[config.mk]
export PLATFORM = sky130hd
export DESIGN_NAME = clock_mode_ctrl_flat
export DESIGN_NICKNAME = d
export VERILOG_FILES = /design/src/rtl/clock_mode_ctrl_if.sv /design/src/rtl/clock_mode_ctrl.sv /design/src/flat_wrapper.sv
export SDC_FILE = /design/constraint.sdc
export NUM_CORES = 1
export LEC_CHECK = 0
export CAP_MARGIN = 20
export CORE_MARGIN = 3
export CORE_UTILIZATION = 55
export DETAILED_ROUTE_END_ITERATION = 8
export DONT_BUFFER_PORTS = 1
export PLACE_DENSITY = 0.7
export SYNTH_ARGS = -nofsm -noshare
export SYNTH_HDL_FRONTEND = slang
export SYNTH_SLANG_ARGS = --single-unit
[constraint.sdc]
create_clock -name clock -period 9.6 [get_ports clock]
set_clock_uncertainty 0.05 [all_clocks]
set_input_delay 0.96 -clock clock [delete_from_list [all_inputs] [get_ports clock]]
set_output_delay 0.96 -clock clock [all_outputs]
set_load 0.02 [all_outputs]
[src/rtl/clock_mode_ctrl_if.sv]
// Front-panel / timekeeper bundle for clock_mode_ctrl.
// The slave modport is the controller; the master modport is its environment
// (keys, prescaler strobe and timekeeper).
//
// Signalling rules: there is no valid/ready pairing on this bundle. Every
// strobe (sample_tick in, load out) is a single-cycle pulse that the receiver
// must accept in the cycle it is high. The receiver never stalls it. All
// other signals are levels that are sampled on every rising clock edge.
interface clock_mode_ctrl_if;
    logic        key_mode;
    logic        key_add;
    logic        sample_tick;
    logic [4:0]  hour;
    logic [5:0]  minute;
    logic [5:0]  second;
    logic        run_en;
    logic        load;
    logic [4:0]  load_hour;
    logic [5:0]  load_minute;
    logic [15:0] digits;
    logic [3:0]  blank;
    logic [1:0]  mode;

    modport slave (
        input  key_mode, key_add, sample_tick, hour, minute, second,
        output run_en, load, load_hour, load_minute, digits, blank, mode
    );

    modport master (
        output key_mode, key_add, sample_tick, hour, minute, second,
        input  run_en, load, load_hour, load_minute, digits, blank, mode
    );
endinterface

[src/rtl/clock_mode_ctrl.sv]
// Mode and time-setting controller for the digital clock.
// Debounces the mode/add keys, runs the SHOW_HM/SHOW_MS/SET_MIN/SET_HOUR state
// machine, freezes and reloads the timekeeper and drives four BCD digits plus
// a per-digit blank mask. The FSM state is visible on the mode output.
// Optional feature macro: CLOCK_MODE_AUTOREPEAT_EN (add-key auto-repeat in the
// set states). Without it each physical add press gives one increment.
module clock_mode_ctrl #(
    parameter int DEBOUNCE_SAMPLES = 4,
    parameter int BLINK_SAMPLES    = 16,
    parameter int REPEAT_DELAY     = 32,
    parameter int REPEAT_RATE      = 8
) (
    input logic              clock,
    input logic              reset,
    clock_mode_ctrl_if.slave bus
);

    typedef enum logic [1:0] {
        SHOW_HM  = 2'd0,
        SHOW_MS  = 2'd1,
        SET_MIN  = 2'd2,
        SET_HOUR = 2'd3
    } mode_t;

    localparam logic [3:0] DB_LIMIT    = 4'(DEBOUNCE_SAMPLES);
    localparam logic [7:0] BLINK_LIMIT = 8'(BLINK_SAMPLES);

    // Index 0 is the mode key, index 1 is the add key.
    logic [1:0] raw_key;
    logic [1:0] key_level;
    logic [1:0] key_press;
    logic [3:0] db_cnt [2];

    mode_t      state;
    logic       run_en_q;
    logic       load_q;
    logic [4:0] load_hour_q;
    logic [5:0] load_minute_q;
    logic [4:0] e_hour;
    logic [5:0] e_min;
    logic       blink;
    logic [7:0] blink_cnt;
    logic       rep_press;
    logic       mode_evt;
    logic       add_evt;
    logic       in_set;

    assign raw_key = {bus.key_add, bus.key_mode};
    assign in_set  = state[1];

    // Splits a 0..59 value into tens/units BCD nibbles.
    function automatic logic [7:0] to_bcd(input logic [5:0] v);
        logic [3:0] tens;
        logic [3:0] units;
        tens  = 4'(v / 6'd10);
        units = 4'(v % 6'd10);
        return {tens, units};
    endfunction

    // Per-key debounce on sample_tick; a 0->1 acceptance emits a one-cycle press.
    always_ff @(posedge clock or negedge reset) begin
        if (!reset) begin
            key_level <= '0;
            key_press <= '0;
            db_cnt[0] <= '0;
            db_cnt[1] <= '0;
        end else begin
            key_press <= '0;
            if (bus.sample_tick) begin
                for (int k = 0; k < 2; k++) begin
                    if (raw_key[k] == key_level[k]) begin
                        db_cnt[k] <= '0;
                    end else if (db_cnt[k] + 4'd1 == DB_LIMIT) begin
                        db_cnt[k]    <= '0;
                        key_level[k] <= raw_key[k];
                        key_press[k] <= raw_key[k];
                    end else begin
                        db_cnt[k] <= db_cnt[k] + 4'd1;
                    end
                end
            end
        end
    end

`ifdef CLOCK_MODE_AUTOREPEAT_EN
    localparam logic [7:0] REP_DELAY = 8'(REPEAT_DELAY);
    localparam logic [7:0] REP_RATE  = 8'(REPEAT_RATE);

    logic [7:0] rep_cnt;
    logic       rep_armed;

    // Counts held samples after a press; fires after REPEAT_DELAY, then every REPEAT_RATE.
    // Counting only while the raw key is still high stops repeats during the release debounce.
    always_ff @(posedge clock or negedge reset) begin
        if (!reset) begin
            rep_cnt   <= '0;
            rep_armed <= 1'b0;
            rep_press <= 1'b0;
        end else begin
            rep_press <= 1'b0;
            if (!in_set || !key_level[1] || key_press[1] || key_press[0]) begin
                rep_cnt   <= '0;
                rep_armed <= 1'b0;
            end else if (bus.sample_tick && raw_key[1]) begin
                if (rep_cnt + 8'd1 == (rep_armed ? REP_RATE : REP_DELAY)) begin
                    rep_cnt   <= '0;
                    rep_armed <= 1'b1;
                    rep_press <= 1'b1;
                end else begin
                    rep_cnt <= rep_cnt + 8'd1;
                end
            end
        end
    end
`else
    // No auto-repeat: the expression folds to 0 for any legal parameter value,
    // keeping the repeat parameters referenced for drop-in compatibility.
    assign rep_press = (REPEAT_DELAY < 0) || (REPEAT_RATE < 0);
`endif

    // Mode beats add when both pulse in the same cycle.
    assign mode_evt = key_press[0];
    assign add_evt  = key_press[1] | rep_press;

    // Mode FSM with edit registers, timekeeper control and blink phase.
    always_ff @(posedge clock or negedge reset) begin
        if (!reset) begin
            state         <= SHOW_HM;
            run_en_q      <= 1'b1;
            load_q        <= 1'b0;
            load_hour_q   <= '0;
            load_minute_q <= '0;
            e_hour        <= '0;
            e_min         <= '0;
            blink         <= 1'b0;
            blink_cnt     <= '0;
        end else begin
            load_q <= 1'b0;
            if (mode_evt) begin
                case (state)
                    SHOW_HM: state <= SHOW_MS;
                    SHOW_MS: begin
                        state     <= SET_MIN;
                        e_hour    <= bus.hour;
                        e_min     <= bus.minute;
                        run_en_q  <= 1'b0;
                        blink     <= 1'b0;
                        blink_cnt <= '0;
                    end
                    SET_MIN: state <= SET_HOUR;
                    default: begin
                        state         <= SHOW_HM;
                        load_q        <= 1'b1;
                        load_hour_q   <= e_hour;
                        load_minute_q <= e_min;
                        run_en_q      <= 1'b1;
                        blink         <= 1'b0;
                        blink_cnt     <= '0;
                    end
                endcase
            end else if (add_evt && in_set) begin
                if (state == SET_MIN) begin
                    e_min <= (e_min == 6'd59) ? 6'd0 : e_min + 6'd1;
                end else begin
                    e_hour <= (e_hour == 5'd23) ? 5'd0 : e_hour + 5'd1;
                end
                blink     <= 1'b0;
                blink_cnt <= '0;
            end else if (in_set && bus.sample_tick) begin
                if (blink_cnt + 8'd1 == BLINK_LIMIT) begin
                    blink_cnt <= '0;
                    blink     <= ~blink;
                end else begin
                    blink_cnt <= blink_cnt + 8'd1;
                end
            end
        end
    end

    // Registered display: digit selection and blink mask follow the state.
    always_ff @(posedge clock or negedge reset) begin
        if (!reset) begin
            bus.digits <= '0;
            bus.blank  <= '0;
        end else begin
            case (state)
                SHOW_MS: begin
                    bus.digits <= {to_bcd(bus.minute), to_bcd(bus.second)};
                    bus.blank  <= 4'b0000;
                end
                SET_MIN: begin
                    bus.digits <= {to_bcd({1'b0, e_hour}), to_bcd(e_min)};
                    bus.blank  <= blink ? 4'b0011 : 4'b0000;
                end
                SET_HOUR: begin
                    bus.digits <= {to_bcd({1'b0, e_hour}), to_bcd(e_min)};
                    bus.blank  <= blink ? 4'b1100 : 4'b0000;
                end
                default: begin
                    bus.digits <= {to_bcd({1'b0, bus.hour}), to_bcd(bus.minute)};
                    bus.blank  <= 4'b0000;
                end
            endcase
        end
    end

    assign bus.mode        = state;
    assign bus.run_en      = run_en_q;
    assign bus.load        = load_q;
    assign bus.load_hour   = load_hour_q;
    assign bus.load_minute = load_minute_q;

endmodule

[src/flat_wrapper.sv]
// flat-port wrapper written by rule: the top's interface ports become plain ports
module clock_mode_ctrl_flat 
#(
    parameter int DEBOUNCE_SAMPLES = 4,
    parameter int BLINK_SAMPLES    = 16,
    parameter int REPEAT_DELAY     = 32,
    parameter int REPEAT_RATE      = 8
)
  (clock, reset, bus_key_mode, bus_key_add, bus_sample_tick, bus_hour, bus_minute, bus_second, bus_run_en, bus_load, bus_load_hour, bus_load_minute, bus_digits, bus_blank, bus_mode);
  clock_mode_ctrl_if bus_i ();
  input logic clock;
  input logic reset;
  input wire logic [$bits(bus_i.key_mode)-1:0] bus_key_mode;
  input wire logic [$bits(bus_i.key_add)-1:0] bus_key_add;
  input wire logic [$bits(bus_i.sample_tick)-1:0] bus_sample_tick;
  input wire logic [$bits(bus_i.hour)-1:0] bus_hour;
  input wire logic [$bits(bus_i.minute)-1:0] bus_minute;
  input wire logic [$bits(bus_i.second)-1:0] bus_second;
  output wire logic [$bits(bus_i.run_en)-1:0] bus_run_en;
  output wire logic [$bits(bus_i.load)-1:0] bus_load;
  output wire logic [$bits(bus_i.load_hour)-1:0] bus_load_hour;
  output wire logic [$bits(bus_i.load_minute)-1:0] bus_load_minute;
  output wire logic [$bits(bus_i.digits)-1:0] bus_digits;
  output wire logic [$bits(bus_i.blank)-1:0] bus_blank;
  output wire logic [$bits(bus_i.mode)-1:0] bus_mode;
  assign bus_i.key_mode = bus_key_mode;
  assign bus_i.key_add = bus_key_add;
  assign bus_i.sample_tick = bus_sample_tick;
  assign bus_i.hour = bus_hour;
  assign bus_i.minute = bus_minute;
  assign bus_i.second = bus_second;
  assign bus_run_en = bus_i.run_en;
  assign bus_load = bus_i.load;
  assign bus_load_hour = bus_i.load_hour;
  assign bus_load_minute = bus_i.load_minute;
  assign bus_digits = bus_i.digits;
  assign bus_blank = bus_i.blank;
  assign bus_mode = bus_i.mode;
  clock_mode_ctrl #(.DEBOUNCE_SAMPLES(DEBOUNCE_SAMPLES), .BLINK_SAMPLES(BLINK_SAMPLES), .REPEAT_DELAY(REPEAT_DELAY), .REPEAT_RATE(REPEAT_RATE)) u_core (.clock(clock), .reset(reset), .bus(bus_i));
endmodule
==> results of run 1 <==
area by class of cell:
cell class                      count  area [um^2]
Clock buffer                        9          124
Tap cell                           99          124
Multi-Input combinational cell    351         2350
Sequential cell                    63         1580
Fill cell                         653         2960
Inverter                           23         86.3
Clock inverter                      7         72.6
cells in the mapped netlist (9+ instances only):
| master | count |
|---|---|
| clkbuf_1 | 13 |
| nor3b_1 | 10 |
| nor2b_1 | 9 |
| o21ai_0 | 52 |
| ha_1 | 18 |
| dfrtp_1 | 62 |
| nand2_1 | 36 |
| inv_1 | 23 |
| nand3_1 | 9 |
| nor2_1 | 33 |
| mux2_2 | 11 |
| mux2i_1 | 12 |
| a21oi_1 | 20 |
| nand2b_1 | 11 |
state kept, by name (all words and copies together), names as in the netlist:
register	cells
u_core.bus.digits	14
u_core.blink_cnt	8
u_core.db_cnt	8
u_core.bus.load_minute	6
u_core.e_min	6
u_core.bus.load_hour	5
u_core.e_hour	5
u_core.bus.blank	2
u_core.bus.mode	2
u_core.key_level	2
u_core.key_press	2
u_core.blink	1
u_core.bus.load	1
u_core.bus.run_en	1
routing by layer:
metal | vias up | GRT usage (%)
met4 | 0 | 7.69
met1 | 1656 | 31.7
met2 | 110 | 35.8
li1 | 1644 | -
met5 | - | 0
met3 | 20 | 7.72
cells by family after synthesis:
group | after synthesis | synth area share, %
AO/OA/AOI/OAI | 148 | 23.8
XOR/XNOR | 9 | 1.90
adder cells (fa/ha/maj) | 18 | 5.42
buffers and inverters | 49 | 5.51
flip-flops | 63 | 38.0
multiplexers | 23 | 5.87
other | 1 | 0.0903
AND/OR/NAND/NOR | 151 | 19.5
worst reg2reg max path, stage by stage (launching register included):
cell and delay (ns):
dfrtp_1 0.50, inv_1 0.16, ha_1 0.64, or2_1 0.58, mux2i_1 0.39, inv_1 0.08, ha_1 0.22, o32ai_1 0.40
xor2_1 0.32, inv_1 0.12, ha_1 0.20, a311o_1 0.31, o21ai_1 0.23, a21oi_1 0.10, a21o_1 0.17
metrics by stage:
stage                     std cells  power [uW]
after global routing            552         718
after detailed placement        536         451
after floorplan                 463         427
final                           552         681
after CTS                       552         683
after global placement          536         447
worst paths after layout:
kind / startpoint / to / slack [ns]
min: reset / u_core.bus.load$_DFF_PN0_ / 0.25
max reg2reg: u_core.bus.mode[0]$_DFFE_PN0P_ / u_core.bus.digits[12]$_DFF_PN0_ / 5.03
min reg2reg: u_core.key_level[0]$_DFFE_PN0P_ / u_core.key_press[0]$_DFF_PN0_ / 0.43
max: u_core.bus.mode[0]$_DFFE_PN0P_ / u_core.bus.digits[12]$_DFF_PN0_ / 5.03
min in group clock: u_core.key_level[0]$_DFFE_PN0P_ / u_core.key_press[0]$_DFF_PN0_ / 0.43
max in group asynchronous: reset / u_core.bus.run_en$_DFFE_PN1P_ / 9.06
power by group:
group          total (uW)  internal (uW)  switching (uW)
Sequential            329            290            38.6
Clock                 233            120             113
Combinational         119           52.3            66.6
Total                 681            463             218
==> impl_metrics.toml, run 1 <==
[outcome]
outcome = "completed"

[global_route]
grt_max_degree = 64
grt_pass1_wl_um = 15900
grt_antenna_before_repair = 0
overflow = 0
grt_use_total_pct = 23.5
grt_pass1_vias = 3209

[synthesis]
synth.avg_cell_area_um2 = 8.99
synth_cell_types = 77
syn_inst = 462
synth_top_flop_cell = "dfrtp_1"
synth_seq_cells = 63
synthArstFlopShare_pct = 100
yosysTopAreaCell = "dfrtp_1"
yosys_warnings = 0
synth_seq_area_share_pct = 38.0
yosysTopAreaCellShare_pct = 37.3
synth_area_leaders = "dfrtp_1, o21ai_0, ha_1"
synth_area_um2 = 4150
synth_edf_count = 0

[sta]
rsz0062_at_grt = "false"
drv_slew = 0
tightest_slew_ns = 1.05
period_minus_slack_ns = 4.57
slew-limit-headroom_pct = 29.8
hold_viol = 0
finalSetupViolCount = 0
fmax_mhz = 219
period_share_pct = 47.6
fin_ws_ns = 5.03
fin_hold_ws_ns = 0.246
finalSetupTns_ns = 0

[finish]
final_util_pct = 59.5
layout_common_cells = "dfrtp_1, o21ai_0, nand2_1"
nets = 488
final_common_cell = "dfrtp_1"
layout-drive-gt1-share_pct = 9.05
area_growth_syn_to_layout_pct = 4.37
design_area_um2 = 4340
antenna_cells = 0

[routing]
avgViaCountPerCell = 6.21
wirelength_um = 9850
drtIter0Drc = 181
wl_met2_um = 4560
wl_met1_um = 4280
wl_per_cell_um = 17.8
num_vias = 3430
drc = 0
highest_layer = "met4"
postRouteAntennaNets = 0
dr_wl_met3_um = 813
dr.pass1.iters = 5

[cts]
clk_latency_ns = 0.35
ctsHoldBuffers = 0
cts_tree = "yes"
clk_transition_reported_paths_ns = 0.07
post-cts-setup-buffer-count = 0
clk_path_buf_depth = 2
numCtsBuffers = 9
cts.repair.resized = 0
cts_root_buf = "clkbuf_8"
clkSinkCount = 63
htreeDepth = 3

[worst_setup_path]
path_class = "flip-flop to flip-flop"
cp.arrival_ns = 4.76
cp-start-kind = "flip-flop"
r2r_cells = 14
cp_slowest_cell = "ha_1"
worst-path-stages = 14
max_stage_delay_ns = 0.64
required_ns = 9.79
critPathBufInv = 3
cp-end-kind = "flip-flop"
path_cells = "inv_1 > ha_1 > or2_1 > mux2i_1 > inv_1 > ha_1 > o32ai_1 > xor2_1 > inv_1 > ha_1 > a311o_1 > o21ai_1 > a21oi_1 > a21o_1"
path_delay_family = "compound AO/OA/AOI/OAI gates"
cp_max_fo = 23

[power_and_ir_drop]
vdd_drop_max_mv = 0.0927
cellPowerDensity_nw_per_um2 = 157
leakagePower_uw = 0.00192

[floorplanning]
die_h_um = 92.9
fp-row-count = 31
core_um2 = 7290
dieArea_um2 = 8630
io_pins = 57
dieWidth_um = 92.9
initial_core_util_pct = 57.0

[placement]
post-place-ws_ns = 5.11
place_congestion = 0.971
portBuffers = 0
place_area_um2 = 4140
hpwl_um = 7170

[hold_path]
hp-class = "primary input to async pin"

[flow_run]
cap_violations = 0
(Power assumes the default switching activity.)
==> run 2: changes to the inputs <==
--- a/config.mk
+++ b/config.mk
@@ -5,12 +5,13 @@
 export SDC_FILE = /design/constraint.sdc
 export NUM_CORES = 1
 export LEC_CHECK = 0
+export ABC_AREA = 1
 export CAP_MARGIN = 20
 export CORE_MARGIN = 3
 export CORE_UTILIZATION = 55
 export DETAILED_ROUTE_END_ITERATION = 8
 export DONT_BUFFER_PORTS = 1
-export PLACE_DENSITY = 0.7
+export PLACE_DENSITY = 0.73
 export SYNTH_ARGS = -nofsm -noshare
 export SYNTH_HDL_FRONTEND = slang
 export SYNTH_SLANG_ARGS = --single-unit
==> constraint.sdc (replaced) <==
create_clock -name clock -period 3.9 [get_ports clock]
set_clock_uncertainty 0.05 [all_clocks]
set_input_delay 0.39 -clock clock [delete_from_list [all_inputs] [get_ports clock]]
set_output_delay 0.39 -clock clock [all_outputs]
set_load 0.02 [all_outputs]
==> impl_metrics.toml, run 2 <==
[finish]
largest_register_ff_count = 14
reg_top3 = "u_core.bus.digits x14, u_core.blink_cnt x8, u_core.db_cnt x8"
top_register = "u_core.bus.digits"
seq_area_um2 = 1580
area_growth_syn_to_layout_pct = 7.53
layout_common_cells = "nand2_1, inv_1, dfrtp_1"
final_common_cell = "nand2_1"
nFillCells = 563
layout-drive-gt1-share_pct = 8.38
multiInputGateArea_um2 = 1820
antenna_cells = 0
nets = 524

[sta]
fin_hold_ws_ns = 0.0815
slew-limit-headroom_pct = 61.0
hold_viol = 0
tightest_slew_ns = 0.579
finalSetupViolCount = 0
period_share_pct = 87.4
rsz0062_at_grt = "false"
finalSetupTns_ns = 0
drv_slew = 0
fin_ws_ns = 0.492
period_minus_slack_ns = 3.41
fmax_mhz = 293

[worst_setup_path]
required_ns = 4.14
cp-start-kind = "flip-flop"
cp.arrival_ns = 3.65
worst-path-stages = 21
cp-end-kind = "flip-flop"
cp_slowest_cell = "dfrtp_1"
path_class = "flip-flop to flip-flop"
r2r_cells = 21
max_stage_delay_ns = 0.56
cpMostUsedCell = "inv_1"
path_delay_family = "simple AND/OR/NAND/NOR gates"
path_cells = "inv_1 > ha_1 > inv_1 > nand2_2 > or2_2 > o21ai_2 > inv_1 > ha_1 > inv_1 > nand2_1 > nand2_1 > xor2_1 > inv_1 > ha_1 > inv_1 > nand2_1 > o21ai_1 > nand2_1 > a21oi_1 > o21ai_0 > nand2_1"
cp_max_fo = 10
critPathBufInv = 6

[global_route]
grt_pass1_wl_um = 12700
grt_use_total_pct = 21.1
grt_antenna_before_repair = 0
grt_pass1_vias = 2736
grt_max_degree = 64
overflow = 0

[floorplanning]
core_um2 = 6490
fp-row-count = 29
dieArea_um2 = 7860
initial_core_util_pct = 57.9
dieWidth_um = 88.7
die_h_um = 88.7
io_pins = 57

[routing]
postRouteAntennaNets = 0
avgViaCountPerCell = 5.22
drtIter0Drc = 133
wirelength_um = 7600
dr.pass1.iters = 4
drc = 0
num_vias = 2954
wl_per_cell_um = 13.4

[synthesis]
synth_area_um2 = 3760
yosys_warnings = 0
synth_cell_types = 39
synth_edf_count = 0
synth_top_flop_cell = "dfrtp_1"
synth.most_common_cell = "nand2_1"
synth_seq_area_share_pct = 42.0
synth_commonest_cells = "nand2_1, inv_1, dfrtp_1"
synth.avg_cell_area_um2 = 7.86
synth_area_leaders = "dfrtp_1, nand2_1, inv_1"
synthArstFlopShare_pct = 100
yosysTopAreaCellShare_pct = 41.3
yosysTopAreaCell = "dfrtp_1"
syn_inst = 478
synth_seq_cells = 63

[cts]
clk_latency_ns = 0.35
clkSinkCount = 63
numCtsBuffers = 9
cts_root_buf = "clkbuf_8"
clk_path_buf_depth = 2
cts_tree = "yes"
htreeDepth = 3
clk_transition_reported_paths_ns = 0.07
post-cts-setup-buffer-count = 0

[placement]
portBuffers = 0
hpwl_um = 5720
post-place-ws_ns = 0.491
place_congestion = 0.856

[power_and_ir_drop]
cellPowerDensity_nw_per_um2 = 431
leakagePower_uw = 0.00213
vdd_drop_max_mv = 0.227

[hold_path]
hold_depth = 1
hp-class = "primary input to flip-flop"

[outcome]
outcome = "completed"

[flow_run]
cap_violations = 0
==> run 2: worst reg2reg max path, delay by kind of cell (launching register included) <==
family                     cells  cell delay (ns)
and+or+nand+nor                7             0.86
adders and majority gates      3             0.67
DFF                            1             0.56
AOI/OAI and AO/OA              4             0.49
buffers and inverters          6             0.48
xor gates and xnor gates       1             0.24
==> run 2: cells by family (layout without fill, tap and decap cells) <==
| family | after synthesis | count (layout) | synth area share (%) |
|---|---|---|---|
| other | 1 | 2 | 0.0998 |
| adder cells (fa/ha/maj) | 18 | 18 | 5.99 |
| flip-flops | 63 | 63 | 42.0 |
| buffers and inverters | 90 | 100 | 9.59 |
| AO/OA/AOI/OAI | 92 | 92 | 15.0 |
| AND/OR/NAND/NOR | 192 | 192 | 22.2 |
| XOR/XNOR | 22 | 22 | 5.13 |
==> run 2: final cells by class <==
class | count | area share (%)
tap | 77 | 2.38
sequential | 63 | 39.1
inverter | 80 | 7.43
clock inverter | 4 | 1.11
multi-input combinational | 326 | 45.1
clock buffer | 12 | 3.59
timing repair buffer | 4 | 1.30
==> run 2: through the flow <==
| stage | utilization, % | power, uW | instances | instance area [um^2] |
|---|---|---|---|---|
| after floorplan | - | 1120 | 479 | 3760 |
| after global placement | 58.7 | 1170 | 548 | 3810 |
| after detailed placement | 58.7 | 1180 | 548 | 3810 |
| after CTS | 62.2 | 1760 | 566 | 4040 |
| after global routing | 62.2 | 1860 | 566 | 4040 |
| final | 62.2 | 1740 | 566 | 4040 |
==> run 2: final timing paths <==
kind | from | to | slack (ns)
max | u_core.bus.mode[0]$_DFFE_PN0P_ | u_core.bus.digits[10]$_DFF_PN0_ | 0.49
min | bus_sample_tick | u_core.db_cnt[6]$_DFFE_PN0P_ | 0.08
max reg2reg | u_core.bus.mode[0]$_DFFE_PN0P_ | u_core.bus.digits[10]$_DFF_PN0_ | 0.49
min reg2reg | u_core.blink_cnt[1]$_DFFE_PN0P_ | u_core.blink_cnt[1]$_DFFE_PN0P_ | 0.48
max in group asynchronous | reset | u_core.bus.run_en$_DFFE_PN1P_ | 3.00
min in group asynchronous | reset | u_core.blink$_DFFE_PN0P_ | 0.52
==> run 2: routing by layer <==
metal	global-route usage [%]	wire length [um]	vias to the layer above
met2	31.4	3380	62
met5	0	0	-
li1	-	-	1535
met4	8.52	107	0
met1	28.0	3620	1347
met3	7.54	488	10
==> run 2: power breakdown <==
group,switching [uW],total (uW),internal (uW)
registers,97.8,838,741
clock network,244,553,310
logic,217,351,134
==> run 2: timing repair <==
item | CTS | global route
hold buffers | 2 | 0
gates resized for setup | 0 | 0
hold endpoints to repair | 63 | 0
